`src/rtl/elevator_ctrl.sv`:
```
// Single-car elevator scheduler: latches floor calls, serves them with a SCAN
// (keep-direction) policy, and times the travel and door-open phases.
module elevator_ctrl #(
  parameter int NUM_FLOORS    = 8,
  parameter int TRAVEL_CYCLES = 50_000_000,
  parameter int DOOR_CYCLES   = 100_000_000
) (
  input  logic                  clk,
  input  logic                  reset_n,
  input  logic [NUM_FLOORS-1:0] call_req,
  output logic [3:0]            floor_bcd,
  output logic [NUM_FLOORS-1:0] pending,
  output logic                  door_open,
  output logic                  dir_up,
  output logic                  dir_down,
  output logic                  busy
);

  localparam int TMAX = (TRAVEL_CYCLES > DOOR_CYCLES) ? TRAVEL_CYCLES : DOOR_CYCLES;
  localparam int TW   = $clog2(TMAX);
  localparam logic [TW-1:0] TRAVEL_LAST = TW'(TRAVEL_CYCLES - 1);
  localparam logic [TW-1:0] DOOR_LAST   = TW'(DOOR_CYCLES - 1);
  localparam logic [3:0]    TOP_FLOOR   = 4'(NUM_FLOORS - 1);

  typedef enum logic [1:0] {
    IDLE      = 2'd0,
    MOVE_UP   = 2'd1,
    MOVE_DOWN = 2'd2,
    DOOR      = 2'd3
  } state_e;

  state_e                  state_q, state_d;
  logic [3:0]              floor_q, floor_d;
  logic [NUM_FLOORS-1:0]   pending_q, pending_d;
  logic [TW-1:0]           timer_q, timer_d;
  logic                    last_up_q, last_up_d;

  logic [NUM_FLOORS-1:0]   req;
  logic [NUM_FLOORS-1:0]   clear_mask;
  logic                    idle_above, idle_below;
  logic                    req_above, req_below;

  function automatic logic any_above(input logic [NUM_FLOORS-1:0] v, input logic [3:0] f);
    any_above = 1'b0;
    for (int i = 0; i < NUM_FLOORS; i++) begin
      if (v[i] && (4'(i) > f)) any_above = 1'b1;
    end
  endfunction

  function automatic logic any_below(input logic [NUM_FLOORS-1:0] v, input logic [3:0] f);
    any_below = 1'b0;
    for (int i = 0; i < NUM_FLOORS; i++) begin
      if (v[i] && (4'(i) < f)) any_below = 1'b1;
    end
  endfunction

  function automatic logic bit_at(input logic [NUM_FLOORS-1:0] v, input logic [3:0] f);
    bit_at = 1'b0;
    for (int i = 0; i < NUM_FLOORS; i++) begin
      if (4'(i) == f) bit_at = v[i];
    end
  endfunction

  function automatic logic [NUM_FLOORS-1:0] onehot(input logic [3:0] f);
    onehot = '0;
    for (int i = 0; i < NUM_FLOORS; i++) begin
      if (4'(i) == f) onehot[i] = 1'b1;
    end
  endfunction

  always_comb begin
    req        = pending_q | call_req;
    idle_above = any_above(pending_q, floor_q);
    idle_below = any_below(pending_q, floor_q);
    req_above  = any_above(req, floor_q);
    req_below  = any_below(req, floor_q);

    state_d    = state_q;
    floor_d    = floor_q;
    timer_d    = timer_q + 1'b1;
    last_up_d  = last_up_q;
    clear_mask = '0;

    case (state_q)
      IDLE: begin
        // IDLE decides on latched calls only, so a call leaves IDLE one edge after it is latched.
        timer_d = '0;
        if (bit_at(pending_q, floor_q))     state_d = DOOR;
        else if (idle_above && idle_below)  state_d = last_up_q ? MOVE_UP : MOVE_DOWN;
        else if (idle_above)                state_d = MOVE_UP;
        else if (idle_below)                state_d = MOVE_DOWN;
      end

      MOVE_UP: begin
        if (floor_q >= TOP_FLOOR) begin
          state_d = IDLE;
          timer_d = '0;
        end else if (timer_q == TRAVEL_LAST) begin
          floor_d   = floor_q + 4'd1;
          timer_d   = '0;
          last_up_d = 1'b1;
          if (bit_at(req, floor_d))          state_d = DOOR;
          else if (!any_above(req, floor_d)) state_d = IDLE;
        end
      end

      MOVE_DOWN: begin
        if (floor_q == 4'd0) begin
          state_d = IDLE;
          timer_d = '0;
        end else if (timer_q == TRAVEL_LAST) begin
          floor_d   = floor_q - 4'd1;
          timer_d   = '0;
          last_up_d = 1'b0;
          if (bit_at(req, floor_d))          state_d = DOOR;
          else if (!any_below(req, floor_d)) state_d = IDLE;
        end
      end

      DOOR: begin
        if (bit_at(call_req, floor_q)) begin
          timer_d = '0;
        end else if (timer_q == DOOR_LAST) begin
          timer_d = '0;
          if (last_up_q ? req_above : req_below)      state_d = last_up_q ? MOVE_UP : MOVE_DOWN;
          else if (last_up_q ? req_below : req_above) state_d = last_up_q ? MOVE_DOWN : MOVE_UP;
          else                                        state_d = IDLE;
        end
      end

      default: begin
        state_d = IDLE;
        timer_d = '0;
      end
    endcase

    // The open floor's call is dropped on the entry edge and every door edge.
    if ((state_d == DOOR) || (state_q == DOOR)) clear_mask = onehot(floor_d);
    pending_d = req & ~clear_mask;
  end

  always_ff @(posedge clk or negedge reset_n) begin
    if (!reset_n) begin
      state_q   <= IDLE;
      floor_q   <= 4'd0;
      pending_q <= '0;
      timer_q   <= '0;
      last_up_q <= 1'b1;
    end else begin
      state_q   <= state_d;
      floor_q   <= floor_d;
      pending_q <= pending_d;
      timer_q   <= timer_d;
      last_up_q <= last_up_d;
    end
  end

  assign floor_bcd = floor_q;
  assign pending   = pending_q;
  assign door_open = (state_q == DOOR);
  assign dir_up    = (state_q == MOVE_UP);
  assign dir_down  = (state_q == MOVE_DOWN);
  assign busy      = (state_q != IDLE);

endmodule

```
`config.mk`:
```
export PLATFORM = sky130hd
export DESIGN_NAME = elevator_ctrl
export DESIGN_NICKNAME = d
export VERILOG_FILES = /design/src/rtl/elevator_ctrl.sv
export SDC_FILE = /design/constraint.sdc
export NUM_CORES = 1
export LEC_CHECK = 0
export ABC_CLOCK_PERIOD_IN_PS = 3100
export CORE_ASPECT_RATIO = 1.5
export CORE_MARGIN = 2
export CORE_UTILIZATION = 54
export DETAILED_ROUTE_END_ITERATION = 8
export PLACE_DENSITY = 0.8
export SLEW_MARGIN = 20
export SYNTH_ARGS = -nofsm -noshare
export SYNTH_HDL_FRONTEND = slang
export SYNTH_SLANG_ARGS = --single-unit
```
`constraint.sdc`:
```
create_clock -name clk -period 3.1 [get_ports clk]
set_input_delay 0.62 -clock clk [delete_from_list [all_inputs] [get_ports clk]]
set_output_delay 0.62 -clock clk [all_outputs]
set_load 0.05 [all_outputs]
```
# Word-level counts from Yosys, hierarchy flattened
# Cells that the tools add are included.
[classes] n_eq_ne=38 n_addsub=3 n_bitwise=3 reduce_logical=58 order_cmp=33 muxes=142
[ops] cell="$mux 27" n=5
[ops] cell="$mux 1" n=110
[ops] cell="$pmux 27 s4" n=1
[ops] cell="$eq 3x4->1 const A" n=16
[ops] cell="$logic_and 1x1->1" n=49
[ops] cell="$mux 2" n=18
[ops] cell="$eq 2x4->1 const A" n=8
[ops] cell="$gt 3x4->1 const A" n=8
[ops] cell="$lt 3x4->1 const A" n=8
[ops] cell="$add 27x1->27 const B" n=1
[ops] cell="$eq 27x26->1 const B" n=1
[ops] cell="$eq 27x27->1 const B" n=1
[ops] cell="$eq 1x4->1 const A" n=4
[ops] cell="$gt 1x4->1 const A" n=4
[ops] cell="$gt 2x4->1 const A" n=4
[ops] cell="$logic_not 4->1" n=4
[ops] cell="$lt 1x4->1 const A" n=4
[ops] cell="$lt 2x4->1 const A" n=4
[ops] cell="$mux 4" n=4
[ops] cell="$and 8x8->8" n=1
[ops] cell="$mux 8" n=1
[ops] cell="$not 8->8" n=1
[ops] cell="$or 8x8->8" n=1
[ops] cell="$pmux 2 s4" n=1
[ops] cell="other kinds (13)" n=18
[totals] word_cells=282 in_bits=10 output_inout_bits=16 ff_bits=42

# Longest topological paths before layout
# Gate-level depths: netlist (run 1).
[logic_depth] word_depth=27 mapped_depth=15 ltp_nobuf=11

# Least setup slack after synthesis (run 1)
# OpenSTA, ideal clock, no wires.
[synth_timing] path_type="reg2reg" from="register floor_q[0], in the netlist floor_bcd[0]" to="register pending_q[2], in the netlist pending[2]" slack_ps=-226 synth_period_minus_slack_ps=3326 required_time_ps=2955 t_arrival_ps=3181 stages_incl_launch_ff=14 setup_time_ps=145 cell_sequence="dfrtp_1 clkbuf_8 inv_1 ha_1 clkbuf_1 nor2_1 a211oi_1 a21oi_1 a2bb2oi_1 o32ai_2 o211ai_1 a32oi_1 a31o_2 a41oi_1"
[synth_via] elab_chain_cells=25
[synth_rtl] item="start, declared" line_no="33" rtl="logic [3:0] floor_q, floor_d;"
[synth_rtl] item="start signal, assigned" line_no="151" rtl="floor_q <= floor_d;"
[synth_rtl] item="$sub 4x1->4 or $add 4x1->4 (tied branches)" line_no="112, 99"
[synth_rtl] item="$lt 1x4->1 or $gt 1x4->1 (tied branches)" line_no="53, 46"
[synth_rtl] item="$logic_and 1x1->1, on equally long branches" line_no="53, 46"
[synth_rtl] item="$mux 1, on equally long branches (8 in series)" line_no="53, 46"
[synth_rtl] item="$mux 1, on equally long branches" line_no="115, 102"
[synth_rtl] item="$mux 1, on equally long branches" line_no="111, 98"
[synth_rtl] item="$mux 1, on equally long branches" line_no="108, 95"
[synth_rtl] item="$mux 1" line_no="84" rtl="case (state_q)"
[synth_rtl] item="[... 4 more ...]"
[synth_rtl] item="$pmux 2 s4 (*)" line_no="84"
[synth_rtl] item="net state_d[1]" line_no="32" rtl="state_e state_q, state_d;"
[synth_rtl] item="$eq 2x2->1 (*)" line_no="138" rtl="if ((state_d == DOOR) || (state_q == DOOR)) clear_mask = onehot(floor_d);"
[synth_rtl] item="$logic_or 1x1->1 (*)" line_no="138"
[synth_rtl] item="$mux 8 (*)" line_no="138"
[synth_rtl] item="$not 8->8 (*)" line_no="139" rtl="pending_d = req & ~clear_mask;"
[synth_rtl] item="$and 8x8->8 (*)" line_no="139"
[synth_rtl] item="net pending_d[2]" line_no="34" rtl="logic [NUM_FLOORS-1:0] pending_q, pending_d;"
[synth_rtl] item="end signal, assigned" line_no="152" rtl="pending_q <= pending_d;"
[synth_rtl] item="end, declared" line_no="34"
# The timed path passes the listed nets; every way through them passes the cells marked *. The select of a mux whose other input is x is not followed.
# A chain may end at the register's enable or synchronous reset.

# Final worst setup path (run 1)
[layout_timing] from="register floor_q[0], in the netlist floor_bcd[0]" to="register pending_q[5], in the netlist pending[5]"
# The elaborated chain is that of the path after synthesis.

==> impl_results.md, run 1 <==
* Initial Utilization at 56.4%
* Dominant synthesized flop cell: dfrtp_1
* Yosys warns at 0
* GRT Overall Usage at 32.3%
* Fin util at 69.6%
* Mapped Nets at 466
* Total congestion overflow at 0
* H-tree depth at 2
* Largest area contributor in the netlist: dfrtp_1
* Die H at 102 um
* Outcome: complete, no violations
* DP Wirelength at 8470 um
* Final Skew at 0.0162 ns
* Setup TNS at 0 ns
* Pre-antenna DRT Iters at 5
* Seq/Total Area, Yosys at 30.2%
* Slew Viols, Final at 0
* Placer Congestion at 0.991
* WP data arrival at 3.23 ns
* Total of max-cap violations at 0
* HP Class: primary input to async pin
* Final setup viols at 0
* Largest net degree at the start of global routing at 43
* Io pins at 26
* Hold_buf cts at 0
* Area fraction of the dominant cell type after synthesis at 29.5%
* Post-synth EDFFs at 0
* Post-Place Cells at 565
* Max_slew headroom at 40.0%
* Die W at 69.6 um
* Synthesis-stage register bit count at 42
* Number of distinct library cells after synthesis at 72
* Netlist Area Pre-Place at 3480 um2
* Detail Route Antenna Nets at 0
* Final WL at 11,300 um
* Crit-path max FO at 8
* Final Hold Fails at 0
* Top cells by area, synth: dfrtp_1 (29%), nor2_1 (6.7%), ha_1 (5.0%)
* Drt wl/cell at 19.6 um
* Clock transition at path regs at 0.09 ns
* Clock latency on the worst-skew pair at 0.30 ns
* Period utilisation layout at 97.2%
* Unrepaired setup endpoints after global routing: true
* Setup WS pre-CTS at -0.0913 ns
* Worst Path Required at 3.32 ns
* Clk buf depth at 2
* Finished Layout Cells at 575
* Initial antenna violation count at 0
* Fmax at 332 MHz
* Number of global-route vias before repair at 3,756
* Synth async-reset ratio at 100%
* Leak at 1.72 nW
* Critical Path Source Type: flop
* Final #Nets at 524
* Finished Cell Area at 4300 um2
* Vias at 3,771
* Crit. End Element: flop
* Avg Inst Size Synth at 7.88 um2
* Synth Instances at 442
* Global-route wire length before repair at 18,100 um
* Clock sinks at 42
* Worst Slack Setup Final at 0.0875 ns
* Layout area overhead at 23.5%
* Ant. Diodes at 0
* PortBufs at 25
* Core area at 6170 um2
* Total power draw at 1.78 mW
* DRC at 0
* Vias per cell at 6.56
* Worst Max-Slew Pin Slew at 0.899 ns
* Core Rows at 35
* Crit Path Class: flop to flop
* Period minus WS final at 3.01 ns
* Die area at 7120 um2
* Layout cell share with drive strength beyond 1 at 18.8%
* TritonCTS clock tree: yes
* Power per cell area at 413 nW/um2
* First DRT Iteration DRCs at 425
* Post-Place Cell Area at 4070 um2
* Cts bufs inserted at 5
* Worst hold margin at 0.438 ns
* Clk root buf: clkbuf_8
* Peak supply drop at 0.000434 V
==> final timing paths <==
kind	start	endpoint	slack (ns)	cells after the start
worst max-delay path	floor_bcd[0]	pending[5]	0.09	12
worst min-delay path	reset_n	pending[2]	0.44	1
worst max register to register	floor_bcd[0]	pending[5]	0.09	12
worst min register to register	timer_q[0]	timer_q[0]	0.50	1
max in group asynchronous	reset_n	floor_bcd[0]	2.06	1
min in group clk	timer_q[0]	timer_q[0]	0.50	1
==> sequential cells by signal, summed over array words and instances (netlist names) <==
register / count
timer_q: 27
pending: 8
floor_bcd: 4
state_q: 2
last_up_q: 1
==> synth_stat cells, types with 12 or more instances <==
cell type	count
nor2_1	62
dfrtp_1	41
nand2_1	37
a21oi_1	29
o21ai_0	28
xor2_1	18
nand3_1	17
inv_1	15
ha_1	14
clkbuf_1	13
nor2b_1	12
o22ai_1	12
==> power by group <==
part	internal (mW)	switching [mW]
clock network	0.240	0.190
registers	0.591	0.0450
logic	0.249	0.462
==> critical path, stage by stage, from the launching register on <==
cell        delay [ns]
dfrtp_2           0.42
clkinvlp_4        0.21
buf_4             0.20
ha_2              0.22
a211oi_1          0.19
o21ai_0           0.14
a31oi_1           0.25
nor2_1            0.11
o311a_2           0.40
a31oi_1           0.16
a32oi_1           0.15
a31o_2            0.29
a41oi_1           0.19
==> kinds of logic (layout without fill, tap and decap cells) <==
kind of cell    Yosys count  after routing  share of synthesized area (%)
buf+inv                  34             93                           4.02
flops                    42             42                           30.2
xor+xnor                 27             27                           6.79
fa+ha+maj                14             14                           5.03
compound gates          132            132                           25.2
simple gates            192            192                           28.4
mux                       1              1                          0.287
==> cell type report <==
cell class                      count  area [um2]
Tap cell                           74        92.6
Multi-Input combinational cell    366        2380
Fill cell                         511        1880
Clock buffer                        6        72.6
Timing Repair Buffer               70         596
Inverter                           15        63.8
Sequential cell                    42        1050
Clock inverter                      2        37.5
==> placed cells by master (no fill, tap or decap), types with 3 or more instances in the layout <==
master | Yosys | routed
clkdlybuf4s50_1 | 0 | 24
and2_1 | 9 | 9
nor2b_1 | 12 | 11
o21ai_0 | 28 | 27
and3_1 | 7 | 7
or2_2 | 5 | 5
nand3_1 | 17 | 17
nor2_1 | 62 | 60
ha_1 | 14 | 11
xor2_1 | 18 | 17
o2111ai_1 | 3 | 3
inv_1 | 15 | 13
nor4b_1 | 4 | 3
buf_4 | 0 | 44
a211oi_1 | 7 | 7
a21oi_1 | 29 | 28
a31oi_1 | 9 | 9
a41oi_1 | 5 | 4
clkinvlp_4 | 0 | 3
a21o_1 | 3 | 3
o211ai_1 | 5 | 5
nor3_1 | 6 | 5
dfrtp_1 | 41 | 39
nand4_1 | 6 | 6
nand2_1 | 37 | 37
clkbuf_8 | 1 | 5
nand2b_1 | 4 | 4
xnor2_1 | 9 | 9
o22ai_1 | 12 | 12
==> routing by layer <==
| layer | track usage, % | share of wire [%] | wire (um) |
|---|---|---|---|
| met1 | 35.2 | 38 | 4320 |
| met2 | 58.3 | 52 | 5820 |
| met3 | 3.75 | 4.8 | 536 |
| met4 | 23.2 | 5.3 | 602 |
| met5 | 0 | 0 | 0 |
==> repair_timing <==
item                       in CTS  in global routing
buffers inserted                0                  2
setup endpoints to repair       0                  8
resized for setup               0                 21
(Power assumes the default switching activity.)
==> run 2, diff against run 1 <==
CORE_UTILIZATION = 50   (was 54)
PLACE_DENSITY = 0.76   (was 0.8)
==> run 2 against run 1 <==
Compared with the run above:
- critical path depth decreased by 2
- cell count decreased by 0.70%
- sequential share of layout area increased by 0.41 points
- via count decreased by 1.8%
- sequential power increased by 0.9%
- power about the same
- clock skew decreased by 0.010 ns
- register-to-register slack improved by 0.04 ns
- die area increased by 7.6%
- first-iteration DRC count decreased by 8.9%
- critical endpoint is now pending[1]
==> impl_results.md, run 2 (same netlist as run 1, synthesis figures left out) <==
* Die H at 106 um (+3.8%)
* PortBufs at 25 (unchanged)
* Initial Utilization at 51.2% (-5.2 points)
* Reg2Reg Capture Point: pending[1]
* Setup TNS at 0 ns (unchanged)
* HP Class: primary input to async pin
* Layout cell share with drive strength beyond 1 at 16.8% (-1.9 points)
* Internal reg-to-reg setup slack at 0.13 ns (+0.04 ns)
* Clock sinks at 42 (unchanged)
* Core Rows at 37 (+5.7%)
* Layout area overhead at 21.5%
* Number of global-route vias before repair at 3,645 (-3.0%)
* Power per cell area at 420 nW/um2 (+1.8%)
* Slew Viols, Final at 0 (unchanged)
* WP data arrival at 3.21 ns (-0.02 ns)
* GRT Overall Usage at 29.1% (-3.2 points)
* Reg2reg start: timer_q[8]
* Final Skew at 0.00588 ns (-0.0103 ns)
* TritonCTS clock tree: yes
* Clock transition at path regs at 0.08 ns (about the same)
* DRC at 0 (unchanged)
* Hold_buf cts at 0 (unchanged)
* Leak at 1.68 nW (-2.3%)
* Die W at 72.1 um (+3.7%)
* Clk buf depth at 2 (unchanged)
* Commonest cells after routing, fill and taps aside: nor2_1 (61), dfrtp_1 (39), nand2_1 (37)
* Final #Nets at 516 (-1.5%)
* H-tree depth at 2 (unchanged)
* Critical Path Source Type: primary input
* Crit-path max FO at 8 (unchanged)
* Die area at 7660 um2 (+7.6%)
* Worst hold margin at 0.448 ns (+0.0103 ns)
* M3 GR Usage at 2.56% (-1.2 points)
* DP Wirelength at 8260 um (-2.4%)
* Final setup viols at 0 (unchanged)
* Top reg by flops: timer_q
* Reg2Reg Depth at 8 (-4)
* Slowest CP cell: clkdlybuf4s50_1
* Worst Max-Slew Pin Slew at 0.895 ns (-0.00447 ns)
* Global-route wire length before repair at 17,500 um (-3.4%)
* Max_slew headroom at 40.3% (+0.30 points)
* Crit Path Class: primary input to flop
* Crit. End Element: flop
* Largest net degree at the start of global routing at 43 (unchanged)
* Slowest stage delay, CP at 0.45 ns (+0.03 ns)
* Crit-path most repeated cell: o21ai_0
* Ant. Diodes at 0 (unchanged)
* Busiest grt layer: met2
* Peak supply drop at 0.000640 V (+48%)
* Core area at 6810 um2 (+10%)
* Initial antenna violation count at 0 (unchanged)
* First DRT Iteration DRCs at 387 (-8.9%)
* Crit path from: call_req[6]
* Worst Path Required at 3.30 ns (-0.02 ns)
* Total congestion overflow at 0 (unchanged)
* Most common cell after layout, fill and taps aside: nor2_1
* Period minus WS final at 3.00 ns (-0.00854 ns)
* Period utilisation layout at 96.9% (-0.28 points)
* Clock latency on the worst-skew pair at 0.29 ns (about the same)
* Placer Congestion at 0.956 (-3.5%)
* Cts bufs inserted at 5 (unchanged)
* Fmax at 333 MHz (+0.28%)
* Vias at 3,702 (-1.8%)
* Fin util at 62.1% (-7.5 points)
* Detail Route Antenna Nets at 0 (unchanged)
* M1 GR Usage at 31.1% (-4.1 points)
* Vias per cell at 6.48 (-1.1%)
* Total of max-cap violations at 0 (unchanged)
* Clk root buf: clkbuf_8
* Max FFs per register at 27 (unchanged)
* Total power draw at 1.78 mW (about the same)
* GR Util met2 at 52.2% (-6.1 points)
* Outcome: complete, no violations
* Final WL at 10,900 um (-3.6%)
* Io pins at 26 (unchanged)
* Crit-path cells: clkdlybuf4s50_1, nor2_1, o21ai_0, o21ai_0, nand2_1, or4_1, a31oi_1, a32oi_1, a31o_2, a41oi_1
* Final Hold Fails at 0 (unchanged)
* Drt wl/cell at 19.0 um (-2.9%)
* Pre-antenna DRT Iters at 7 (+2)
run 2: worst max-delay path: cells and delay by family:
family                 cells  cell delay, ns
AO/OA/AOI/OAI              6            1.27
buffers and inverters      1            0.45
AND/OR/NAND/NOR            3            0.86
run 2: how the worst max path moves through the flow:
stage | endpoint | slack [ns] | cells after the start
finish | pending[1] | 0.1 | 10
global route | pending[5] | -0.02 | 11
CTS | pending[6] | 0.08 | 10
detailed placement | pending[6] | -0.08 | 9
global placement | pending[5] | -0.05 | 11
floorplan | pending[2] | 0.02 | 13
run 2: final cells by class:
class / count / area, um2
timing repair buffer: 62 / 527
sequential: 42 / 1050
fill: 587 / 2580
multi-input combinational: 366 / 2380
clock inverter: 2 / 37.5
inverter: 15 / 63.8
clock buffer: 6 / 72.6
tap: 78 / 97.6
run 2: metrics by stage:
stage	worst slack (ns)	std cells	instance area [um2]
after global placement	-0.0519	559	3990
after CTS	0.0815	567	4100
final	0.0961	571	4230
after floorplan	0.0198	442	3490
after global routing	-0.0210	571	4230
after detailed placement	-0.0789	559	3990
run 2: power by group:
group          switching [mW]  internal (mW)
combinational           0.451          0.267
clock                   0.178          0.240
sequential             0.0512          0.591
total                   0.680           1.10
run 2: layer usage:
metal | vias to the layer above | wire, um
li1 | 1697 | -
met4 | 0 | 880
met3 | 60 | 498
met2 | 179 | 5510
met5 | - | 0
met1 | 1766 | 3990
run 2: what timing repair did:
| action | in CTS | in global routing |
|---|---|---|
| gates resized for setup | 0 | 18 |
| buffers inserted | 0 | 4 |
| setup endpoints to repair | 0 | 8 |
==> run 3, diff against run 2 <==
CORE_MARGIN = 4   (was 2)
DONT_BUFFER_PORTS = 1   (was default)
PLACE_DENSITY = 0.71   (was 0.76)
SLEW_MARGIN = default   (was 20)
==> run 3 against run 2 <==
Compared with the run above:
- die area increased by 9.5%
- clock power shrank 18%
- sequential power about the same
- design area fell by 7.4%
- power down 9.0%
- global-route usage down 4.0 points
- wire length is 2.1% lower
- sequential share of layout area is 2.0 points higher
- clock-buffer cell count is 1 lower
- clock skew increased by 0.0043 ns
- via count fell by 2.9%
- register-to-register slack about the same
- critical endpoint is now pending[6]
==> impl_results.md, run 3 (same netlist as run 1, synthesis figures left out) <==
* Cts bufs inserted at 5 (unchanged)
* Die W at 76.1 um (+5.5%)
* Reg power frac at 39.4% (+3.3 points)
* WP data arrival at 3.12 ns (-0.09 ns)
* Ant. Diodes at 0 (unchanged)
* Clk buf depth at 2 (unchanged)
* Max FFs per register at 27 (unchanged)
* Most common cell after layout, fill and taps aside: nor2_1
* Fmax at 338 MHz (+1.4%)
* Number of global-route vias before repair at 3,590 (-1.5%)
* Period minus WS final at 2.96 ns (-0.0417 ns)
* Crit. End Element: flop
* Switching share of power at 41.8% (+3.6 points)
* Total congestion overflow at 0 (unchanged)
* Setup bufs post-CTS at 0 (unchanged)
* Layout cell share with drive strength beyond 1 at 15.9% (-0.96 points)
* Peak supply drop at 0.000383 V (-40%)
* DP Wirelength at 7950 um (-3.8%)
* GRT Overall Usage at 25.2% (-4.0 points)
* Clk root buf: clkbuf_8
* Final setup viols at 0 (unchanged)
* Setup WS pre-CTS at 0.126 ns (+0.205 ns)
* Placer Congestion at 0.989 (+3.4%)
* Core area at 6810 um2 (unchanged)
* DRC at 0 (unchanged)
* Core Rows at 37 (unchanged)
* Final Hold Fails at 0 (unchanged)
* Crit Path Class: flop to flop
* Vias at 3,595 (-2.9%)
* Clk pwr share at 21.2% (-2.3 points)
* Net switching power at 0.677 mW (-0.41%)
* Die H at 110 um (+3.8%)
* Outcome: complete, no violations
* Clock latency on the worst-skew pair at 0.29 ns (about the same)
* Crit-path max FO at 8 (unchanged)
* Clock transition at path regs at 0.08 ns (about the same)
* Final WL at 10,600 um (-2.1%)
* Slew Viols, Final at 0 (unchanged)
* Critical Path Source Type: flop
* Commonest cells after routing, fill and taps aside: nor2_1 (62), dfrtp_1 (39), nand2_1 (37)
* Internal power at 0.942 mW (-14%)
* Clock sinks at 42 (unchanged)
* Global-route wire length before repair at 17,100 um (-2.4%)
* Fill cells at 615 (+4.8%)
* Io pins at 26 (unchanged)
* TritonCTS clock tree: yes
* First DRT Iteration DRCs at 334 (-14%)
* Power per cell area at 413 nW/um2 (-1.7%)
* Setup TNS at 0 ns (unchanged)
* Final Skew at 0.0101 ns (+0.00426 ns)
* Total of max-cap violations at 0 (unchanged)
* Leak at 1.56 nW (-7.1%)
* Top reg by flops: timer_q
* Vias per cell at 6.61 (+1.9%)
* Period utilisation layout at 95.6% (-1.3 points)
* Max_slew headroom at 51.0% (+11 points)
* Pre-antenna DRT Iters at 6 (-1)
* PortBufs at 0 (-100%)
* Detail Route Antenna Nets at 0 (unchanged)
* Unrepaired setup endpoints after global routing: false
* Initial antenna violation count at 0 (unchanged)
* Layout area overhead at 12.5%
* Initial Utilization at 51.2% (unchanged)
* Largest net degree at the start of global routing at 43 (unchanged)
* Worst Max-Slew Pin Slew at 0.734 ns (-0.161 ns)
* Worst Path Required at 3.26 ns (-0.04 ns)
* Comb pwr share at 39.4% (-1.0 points)
* H-tree depth at 2 (unchanged)
* Drt wl/cell at 19.6 um (+2.8%)
* Die area at 8390 um2 (+9.5%)
* HP Class: primary input to async pin
* Worst Slack Setup Final at 0.138 ns (+0.0417 ns)
* Final #Nets at 489 (-5.2%)
run 3: cell types whose count changed in the layout (fill, tap and decap cells not counted), sizes merged, moves of 2 or more:
cell / before / now
clkdlybuf4s50: 24 / 0
inv: 13 / 16
buf: 38 / 33
clkinvlp: 3 / 0
dlygate4sd3: 0 / 2
clkinv: 0 / 2
run 3: timing repair:
| action | 4_1_cts | 5_1_grt |
|---|---|---|
| endpoints found under the hold margin | 0 | 30 |
| setup endpoints to repair | 0 | 8 |
| hold buffers | 0 | 3 |
| resized for setup | 0 | 9 |
run 3: cell type report:
class | count | area [um2] | share of cell area, %
multi-input cells | 366 | 2330 | 59.4
flip-flops and latches | 42 | 1050 | 26.9
repair buffers | 35 | 293 | 7.47
well taps | 78 | 97.6 | 2.49
clock buffers | 5 | 68.8 | 1.76
inverters | 15 | 56.3 | 1.44
clock inverters | 3 | 18.8 | 0.479
run 3: power groups by stage:
stage	registers (mW)	clock network (mW)	logic (mW)
floorplan	0.659	0	0.444
global placement	0.645	0	0.614
detailed placement	0.648	0	0.614
CTS	0.637	0.362	0.616
global route	0.645	0.383	0.689
finish	0.639	0.343	0.638
run 3: routing by layer:
metal | share of wire (%) | vias to the layer above | GRT usage [%]
met3 | 5.5 | 52 | 3.74
met5 | 0 | - | 0
met4 | 5.9 | 0 | 16.8
li1 | - | 1646 | -
met1 | 37 | 1740 | 27.1
met2 | 51 | 157 | 45.7
run 3: per-stage QoR:
step	power [mW]	cells	utilization [%]	cell area [um2]	hold slack, ns
5_1_grt	1.72	544	57.6	3920	0.135
3_5_place_dp	1.26	533	55.1	3750	0.326
3_3_place_gp	1.26	533	55.1	3750	0.326
2_1_floorplan	1.10	442	-	3490	0.324
6_report	1.62	544	57.6	3920	0.147
4_1_cts	1.62	541	56.4	3840	0.000941
run 3: path summary, 6_finish.rpt:
| path | start | endpoint | slack [ns] | depth (start not counted) |
|---|---|---|---|---|
| worst max register to register | timer_q[0] | pending[6] | 0.14 | 10 |
| worst min-delay path | reset_n | timer_q[26] | 0.15 | 1 |
| max in group asynchronous | reset_n | timer_q[9] | 2.08 | 1 |
| worst max-delay path | timer_q[0] | pending[6] | 0.14 | 10 |
| worst min register to register | timer_q[0] | timer_q[0] | 0.49 | 1 |
| min in group clk | timer_q[0] | timer_q[0] | 0.49 | 1 |
run 3: critical path, cell delays in order (launching register included):
cell and delay [ns]:
dfrtp_1 0.39, ha_1 0.20, and3_4 0.20, nand4_2 0.15, or4_4 0.60, a31o_2 0.24
o32ai_2 0.23, o211ai_1 0.12, a32oi_1 0.28, a31o_2 0.29, a41oi_1 0.13
